<file path="config.mk">
export PLATFORM = sky130hd
export DESIGN_NAME = ram_port_arbiter
export DESIGN_NICKNAME = d
export VERILOG_FILES = /design/src/rtl/ram_arb_pkg.sv /design/src/rtl/ram_arb_access_check.sv /design/src/rtl/ram_port_arbiter.sv
export SDC_FILE = /design/constraint.sdc
export NUM_CORES = 1
export LEC_CHECK = 0
export ABC_CLOCK_PERIOD_IN_PS = 6200
export CAP_MARGIN = 15
export CORE_AREA = 2 2 120 122
export CTS_BUF_LIST = sky130_fd_sc_hd__clkbuf_8 sky130_fd_sc_hd__clkbuf_16
export DETAILED_ROUTE_END_ITERATION = 16
export DIE_AREA = 0 0 122 124
export GPL_TIMING_DRIVEN = 0
export PLACE_DENSITY = 0.57
export REMOVE_ABC_BUFFERS = 1
export SYNTH_ARGS = -nofsm -noshare
export SYNTH_HDL_FRONTEND = slang
export SYNTH_SLANG_ARGS = --single-unit
</file>
<file path="constraint.sdc">
create_clock -name clk -period 6.2 [get_ports clk]
set_input_delay 1.24 -clock clk [delete_from_list [all_inputs] [get_ports clk]]
set_output_delay 1.24 -clock clk [all_outputs]
set_load 0.03 [all_outputs]
</file>
<file path="src/rtl/ram_arb_pkg.sv">
// Shared types for the two-port data RAM arbiter.
package ram_arb_pkg;

    typedef enum logic [2:0] {
        MEM_BYTE = 3'b000,
        MEM_HALF = 3'b001,
        MEM_WORD = 3'b010
    } mem_size_e;

    typedef logic owner_t;

    typedef enum logic {
        IDLE = 1'b0,
        RESP = 1'b1
    } rsp_state_e;

endpackage

</file>
<file path="src/rtl/ram_arb_access_check.sv">
// Combinational legality check of one access: alignment, size encoding and RAM range.
module ram_arb_access_check
    import ram_arb_pkg::*;
#(
    parameter int unsigned RAM_WORDS = 8001
) (
    input  logic [2:0]  size_i,
    input  logic [31:0] addr_i,
    output logic        legal_o
);

    logic align_ok;
    logic in_range;

    always_comb begin
        align_ok = 1'b0;
        case (size_i)
            MEM_BYTE: align_ok = 1'b1;
            MEM_HALF: align_ok = ~addr_i[0];
            MEM_WORD: align_ok = (addr_i[1:0] == 2'b00);
            default:  align_ok = 1'b0;
        endcase
        in_range = ({2'b00, addr_i[31:2]} < 32'(RAM_WORDS));
        legal_o  = align_ok & in_range;
    end

endmodule

</file>
<file path="src/rtl/ram_port_arbiter.sv">
// Two-port arbiter in front of the shared data RAM with a one-cycle read response path.
// Optional access checking is enabled with the RAM_ARB_ACCESS_CHECK_EN macro.
module ram_port_arbiter
    import ram_arb_pkg::*;
#(
    parameter int unsigned MAX_WAIT  = 15,
    parameter int unsigned RAM_WORDS = 8001
) (
    input  logic        clk,
    input  logic        resetn,
    input  logic        boot_active,
    input  logic        m0_req,
    input  logic        m0_we,
    input  logic [2:0]  m0_size,
    input  logic [31:0] m0_addr,
    input  logic [31:0] m0_wdata,
    output logic        m0_gnt,
    output logic        m0_rvalid,
    output logic [31:0] m0_rdata,
    input  logic        m1_req,
    input  logic        m1_we,
    input  logic [2:0]  m1_size,
    input  logic [31:0] m1_addr,
    input  logic [31:0] m1_wdata,
    output logic        m1_gnt,
    output logic        m1_rvalid,
    output logic [31:0] m1_rdata,
`ifdef RAM_ARB_ACCESS_CHECK_EN
    output logic        m0_err,
    output logic        m1_err,
`endif
    output logic        ram_we,
    output logic        ram_re,
    output logic [2:0]  ram_size,
    output logic [31:0] ram_addr,
    output logic [31:0] ram_wdata,
    input  logic [31:0] ram_rdata
);

    localparam logic [7:0] WaitMax = 8'(MAX_WAIT);

    logic [7:0] wait_cnt_q, wait_cnt_d;
    owner_t     last_gnt_q, last_gnt_d;
    rsp_state_e state_q;
    owner_t     rd_owner_q;
    logic       rd_err_q;

    logic        legal0, legal1;
    logic        win0, any_gnt, rd_gnt, drive;
    owner_t      sel_owner;
    logic        sel_we, sel_legal;
    logic [2:0]  sel_size;
    logic [31:0] sel_addr, sel_wdata;

`ifdef RAM_ARB_ACCESS_CHECK_EN
    ram_arb_access_check #(.RAM_WORDS(RAM_WORDS)) u_chk0 (
        .size_i  (m0_size),
        .addr_i  (m0_addr),
        .legal_o (legal0)
    );
    ram_arb_access_check #(.RAM_WORDS(RAM_WORDS)) u_chk1 (
        .size_i  (m1_size),
        .addr_i  (m1_addr),
        .legal_o (legal1)
    );
`else
    assign legal0 = 1'b1;
    assign legal1 = 1'b1;
`endif

    always_comb begin
        // Port 0 takes a tie when it is its turn (normal) or it has waited MAX_WAIT (boot).
        win0      = boot_active ? (wait_cnt_q == WaitMax) : (last_gnt_q == 1'b1);
        m0_gnt    = m0_req & (~m1_req | win0);
        m1_gnt    = m1_req & ~m0_gnt;
        any_gnt   = m0_gnt | m1_gnt;
        sel_owner = owner_t'(m1_gnt);
        sel_we    = sel_owner ? m1_we    : m0_we;
        sel_size  = sel_owner ? m1_size  : m0_size;
        sel_addr  = sel_owner ? m1_addr  : m0_addr;
        sel_wdata = sel_owner ? m1_wdata : m0_wdata;
        sel_legal = sel_owner ? legal1   : legal0;
        rd_gnt    = any_gnt & ~sel_we;
        drive     = any_gnt & sel_legal;
        ram_we    = drive & sel_we;
        ram_re    = drive & ~sel_we;
        ram_size  = drive ? sel_size  : 3'b000;
        ram_addr  = drive ? sel_addr  : 32'h0;
        ram_wdata = drive ? sel_wdata : 32'h0;
    end

    always_comb begin
        last_gnt_d = any_gnt ? sel_owner : last_gnt_q;
        wait_cnt_d = wait_cnt_q;
        if (!m0_req || m0_gnt) begin
            wait_cnt_d = 8'd0;
        end else if (wait_cnt_q < WaitMax) begin
            wait_cnt_d = wait_cnt_q + 8'd1;
        end
    end

    always_ff @(posedge clk or negedge resetn) begin
        if (!resetn) begin
            last_gnt_q <= 1'b1;
            wait_cnt_q <= 8'd0;
        end else begin
            last_gnt_q <= last_gnt_d;
            wait_cnt_q <= wait_cnt_d;
        end
    end

    always_ff @(posedge clk or negedge resetn) begin
        if (!resetn) begin
            state_q    <= IDLE;
            rd_owner_q <= 1'b0;
            rd_err_q   <= 1'b0;
        end else begin
            unique case (state_q)
                IDLE:    if (rd_gnt) state_q <= RESP;
                RESP:    if (!rd_gnt) state_q <= IDLE;
                default: state_q <= IDLE;
            endcase
            if (rd_gnt) begin
                rd_owner_q <= sel_owner;
                rd_err_q   <= ~sel_legal;
            end
        end
    end

    assign m0_rvalid = (state_q == RESP) && (rd_owner_q == 1'b0);
    assign m1_rvalid = (state_q == RESP) && (rd_owner_q == 1'b1);
    assign m0_rdata  = (m0_rvalid && !rd_err_q) ? ram_rdata : 32'h0;
    assign m1_rdata  = (m1_rvalid && !rd_err_q) ? ram_rdata : 32'h0;

`ifdef RAM_ARB_ACCESS_CHECK_EN
    // Read errors report with the response; write errors report in the grant cycle.
    assign m0_err = (m0_rvalid & rd_err_q) | (m0_gnt & m0_we & ~legal0);
    assign m1_err = (m1_rvalid & rd_err_q) | (m1_gnt & m1_we & ~legal1);
`endif

endmodule

</file>
==> results.cfg <==
[job]
number_of_maximum_capacitance_violations = 0

[synth]
synth.area.top_cells = sky130_fd_sc_hd__a22o_1, sky130_fd_sc_hd__dfrtp_1, sky130_fd_sc_hd__and3_1, sky130_fd_sc_hd__and2_1, sky130_fd_sc_hd__clkbuf_1
synth-warning-count = 0
yosys_register_bits = 11
yosysUniqueCellTypes = 31
netlist_area_mm2 = 0.001647
synth_largest_type_area_fraction = 0.3617
synthesis.instances = 205
synth_edf_count = 0
synth_area_leader_cell = sky130_fd_sc_hd__a22o_1
yosysSeqAreaShare = 0.1679
mean_syn_cell_area_um2 = 8.032
ys_async_sr_fraction = 1.000
main_synth_ff_type = sky130_fd_sc_hd__dfrtp_1

[power_and_ir_drop]
power.static_leakage_nw = 2.057
pwrdens_mw_per_mm2 = 148.7
power.ir.vdd_worst_mv = 0.09835

[worst_setup_path]
worstPathCellList = clkdlybuf4s50_1 -> nand4_1 -> o211a_4 -> nor2_4 -> buf_12 -> a22o_1 -> clkdlybuf4s50_1
crit_path_top_delay_cell = sky130_fd_sc_hd__clkdlybuf4s50_1
crit_path_max_incr_delay_ps = 710
cp_max_fo = 45
cp_data_arrival_time_ps = 3960
critical_path_required_ps = 4960
worst_setup_path_start_kind = primary input
timing_worst_setup_path_type = in -> out
critical_path.endpoint_type = primary output
worst_path_most_repeated_cell = sky130_fd_sc_hd__clkdlybuf4s50_1

[drt]
wl_per_cell_um = 16.64
average_via_count_per_standard_cell = 4.221
post_drt_antenna_nets = 0
drt_pre_antenna_iters = 4
num_vias = 2862
wirelength_mm = 11.28
dr.first_iter.drc_count = 81
drt_drc_violations_left = 0

[timing]
clock.fmax_ghz = 0.1924
timing.final.crit_share = 0.8385
totalNegativeSetupSlack_ps = 0
timing.final.crit_period_ps = 5199
worst_slew_margin_rel = 0.3700
rsz0062_at_grt = false
max_slew.worst_pin.slew_ps = 940.8
timing_hold_violations_final = 0
report.final.setup_viol = 0
maxSlewViolCount = 0
timing.clock.skew_ps = 1.754

[cts]
cts_hold_buf = 0
cts-resized-gates = 0
root_buffer = sky130_fd_sc_hd__clkbuf_16
clock_transition_at_the_registers_of_the_reported_paths_ps = 40
clk_path_buf_depth = 2
cts_tree = built
cts_buffers = 3
postCtsSetupRepairBufs = 0
number_of_sinks_on_the_clock_net = 11
clk_latency_ps = 240
cts_htree_levels = 1

[global_routing]
grtUsageTotal = 0.1281
grt_overflow_total = 0
antenna_found_initial = 0
pin_count_of_the_biggest_net_entering_global_routing = 70
grt_pass1_wl_mm = 15.15
number_of_global_route_vias_before_repair = 2705

[final_layout]
filler_cell_count = 1442
drive_above_1_share = 0.02414
nets = 672
fin_util = 0.3624
final_design_area_no_fill_mm2 = 0.004972
area_growth_pct = 202.0

[die]
die_h_um = 124
row_count = 43
top_level_ports = 310
core_area_mm2 = 0.01372
floorplan.initialDensity = 0.1200
design.die.area_mm2 = 0.01513
floorplan.die.width_um = 122

[place]
post_dp_cell_area_mm2 = 0.004871
place.detailed.hpwl_mm = 9.816
io_buffer_count = 309
routabilityCongestion = 0.6893

[hold_path]
worst_min_delay_path_class = reg -> reg

[outcome]
result_of_the_run = completed
-- layer usage --
metal,vias to the layer above,GRT usage,wire length [µm]
met3,6,0.04029,1319
met1,1280,0.1364,3906
met2,192,0.2514,6011
li1,1384,-,-
met5,-,0,0
met4,0,0.01724,42
-- cells by family after synthesis --
kind of cell               Yosys count  share of synthesized area
adders and majority gates            1                   0.007598
AOI/OAI and AO/OA                   77                     0.4027
DFF                                 11                     0.1679
xor gates and xnor gates             1                   0.005320
buffers and inverters               26                    0.07751
and+or+nand+nor                     89                     0.3389
-- per-stage QoR --
| step | cells | hold WS (ps) | power [W] | setup WS (ps) |
|---|---|---|---|---|
| after floorplan | 182 | 487.5 | 0.0003330 | 1966 |
| after global placement | 671 | 507.5 | 0.0006224 | 521.9 |
| after detailed placement | 672 | 515.7 | 0.0006279 | 919.6 |
| after CTS | 676 | 539.3 | 0.0007456 | 910.4 |
| after global routing | 677 | 561.8 | 0.0007740 | 879.4 |
| final | 678 | 538.2 | 0.0007394 | 1001 |
-- synth_stat cells (2+ instances only) --
library cell               count
sky130_fd_sc_hd__buf_4         2
sky130_fd_sc_hd__dfrtp_1      10
sky130_fd_sc_hd__nand2_1       3
sky130_fd_sc_hd__and2_1       33
sky130_fd_sc_hd__nor2b_1       3
sky130_fd_sc_hd__buf_6         2
sky130_fd_sc_hd__buf_2         6
sky130_fd_sc_hd__nor2_1        2
sky130_fd_sc_hd__nor3_1        2
sky130_fd_sc_hd__clkbuf_1     13
sky130_fd_sc_hd__a22o_1       68
sky130_fd_sc_hd__nand4_1       2
sky130_fd_sc_hd__nor2_4        2
sky130_fd_sc_hd__nand3_1       2
sky130_fd_sc_hd__inv_1         2
sky130_fd_sc_hd__a21oi_1       3
sky130_fd_sc_hd__and3_1       36
-- sequential cells by signal, indices dropped and copies added (netlist names) --
signal / count
state_q: 1
wait_cnt_q: 8
rd_owner_q: 1
last_gnt_q: 1
-- critical path, delay by kind of cell --
kind,cells,cell delay (ps)
AOI/OAI and AO/OA,2,510
and+or+nand+nor,2,680
buffers and inverters,3,1490
-- layout make-up --
class                           count  area, µm²  share of cell area
Tap cell                          180      225.2             0.04529
Inverter                            3      11.26            0.002265
Timing Repair Buffer              311       3133              0.6301
Clock buffer                        3      75.07             0.01510
Multi-Input combinational cell    168       1245              0.2504
Sequential cell                    11      276.5             0.05561
Clock inverter                      1      3.754           0.0007549
Antenna cell                        1      2.502           0.0005033
-- path summary, 6_finish.rpt --
check                           depth (start not counted)          start       endpoint  slack, ps
worst max-delay path                                    7    boot_active    ram_addr[2]       1000
worst min-delay path                                    1  wait_cnt_q[4]  wait_cnt_q[4]        540
worst max register to register                          3  wait_cnt_q[5]        state_q       4510
worst min register to register                          1  wait_cnt_q[4]  wait_cnt_q[4]        540
max in group asynchronous                               1         resetn     last_gnt_q       4490
min in group asynchronous                               1         resetn  wait_cnt_q[3]       1350
-- report_power, final --
| group | switching (W) | total (W) | internal [W] | leakage, nW |
|---|---|---|---|---|
| Combinational | 0.000263 | 0.000533 | 0.000270 | 1.87 |
| Clock | 0.0000315 | 0.000116 | 0.0000846 | 0.0423 |
| Sequential | 0.0000148 | 0.0000900 | 0.0000751 | 0.146 |
| Total | 0.000310 | 0.000739 | 0.000430 | 2.06 |
-- placed cells by master, fill, tap and decap left out, drive strengths merged, types with 2 or more instances in the layout --
master | netlist | layout
nor2b | 3 | 3
nand4 | 2 | 2
a22o | 68 | 68
clkbuf | 13 | 3
inv | 3 | 4
buf | 10 | 2
nand2 | 3 | 3
and2 | 33 | 33
a21oi | 3 | 3
dfrtp | 10 | 10
and3 | 36 | 36
nand3 | 2 | 2
nor3 | 2 | 2
clkdlybuf4s50 | 0 | 309
nor2 | 4 | 4
No activity file was read; power rests on OpenSTA's default activity.
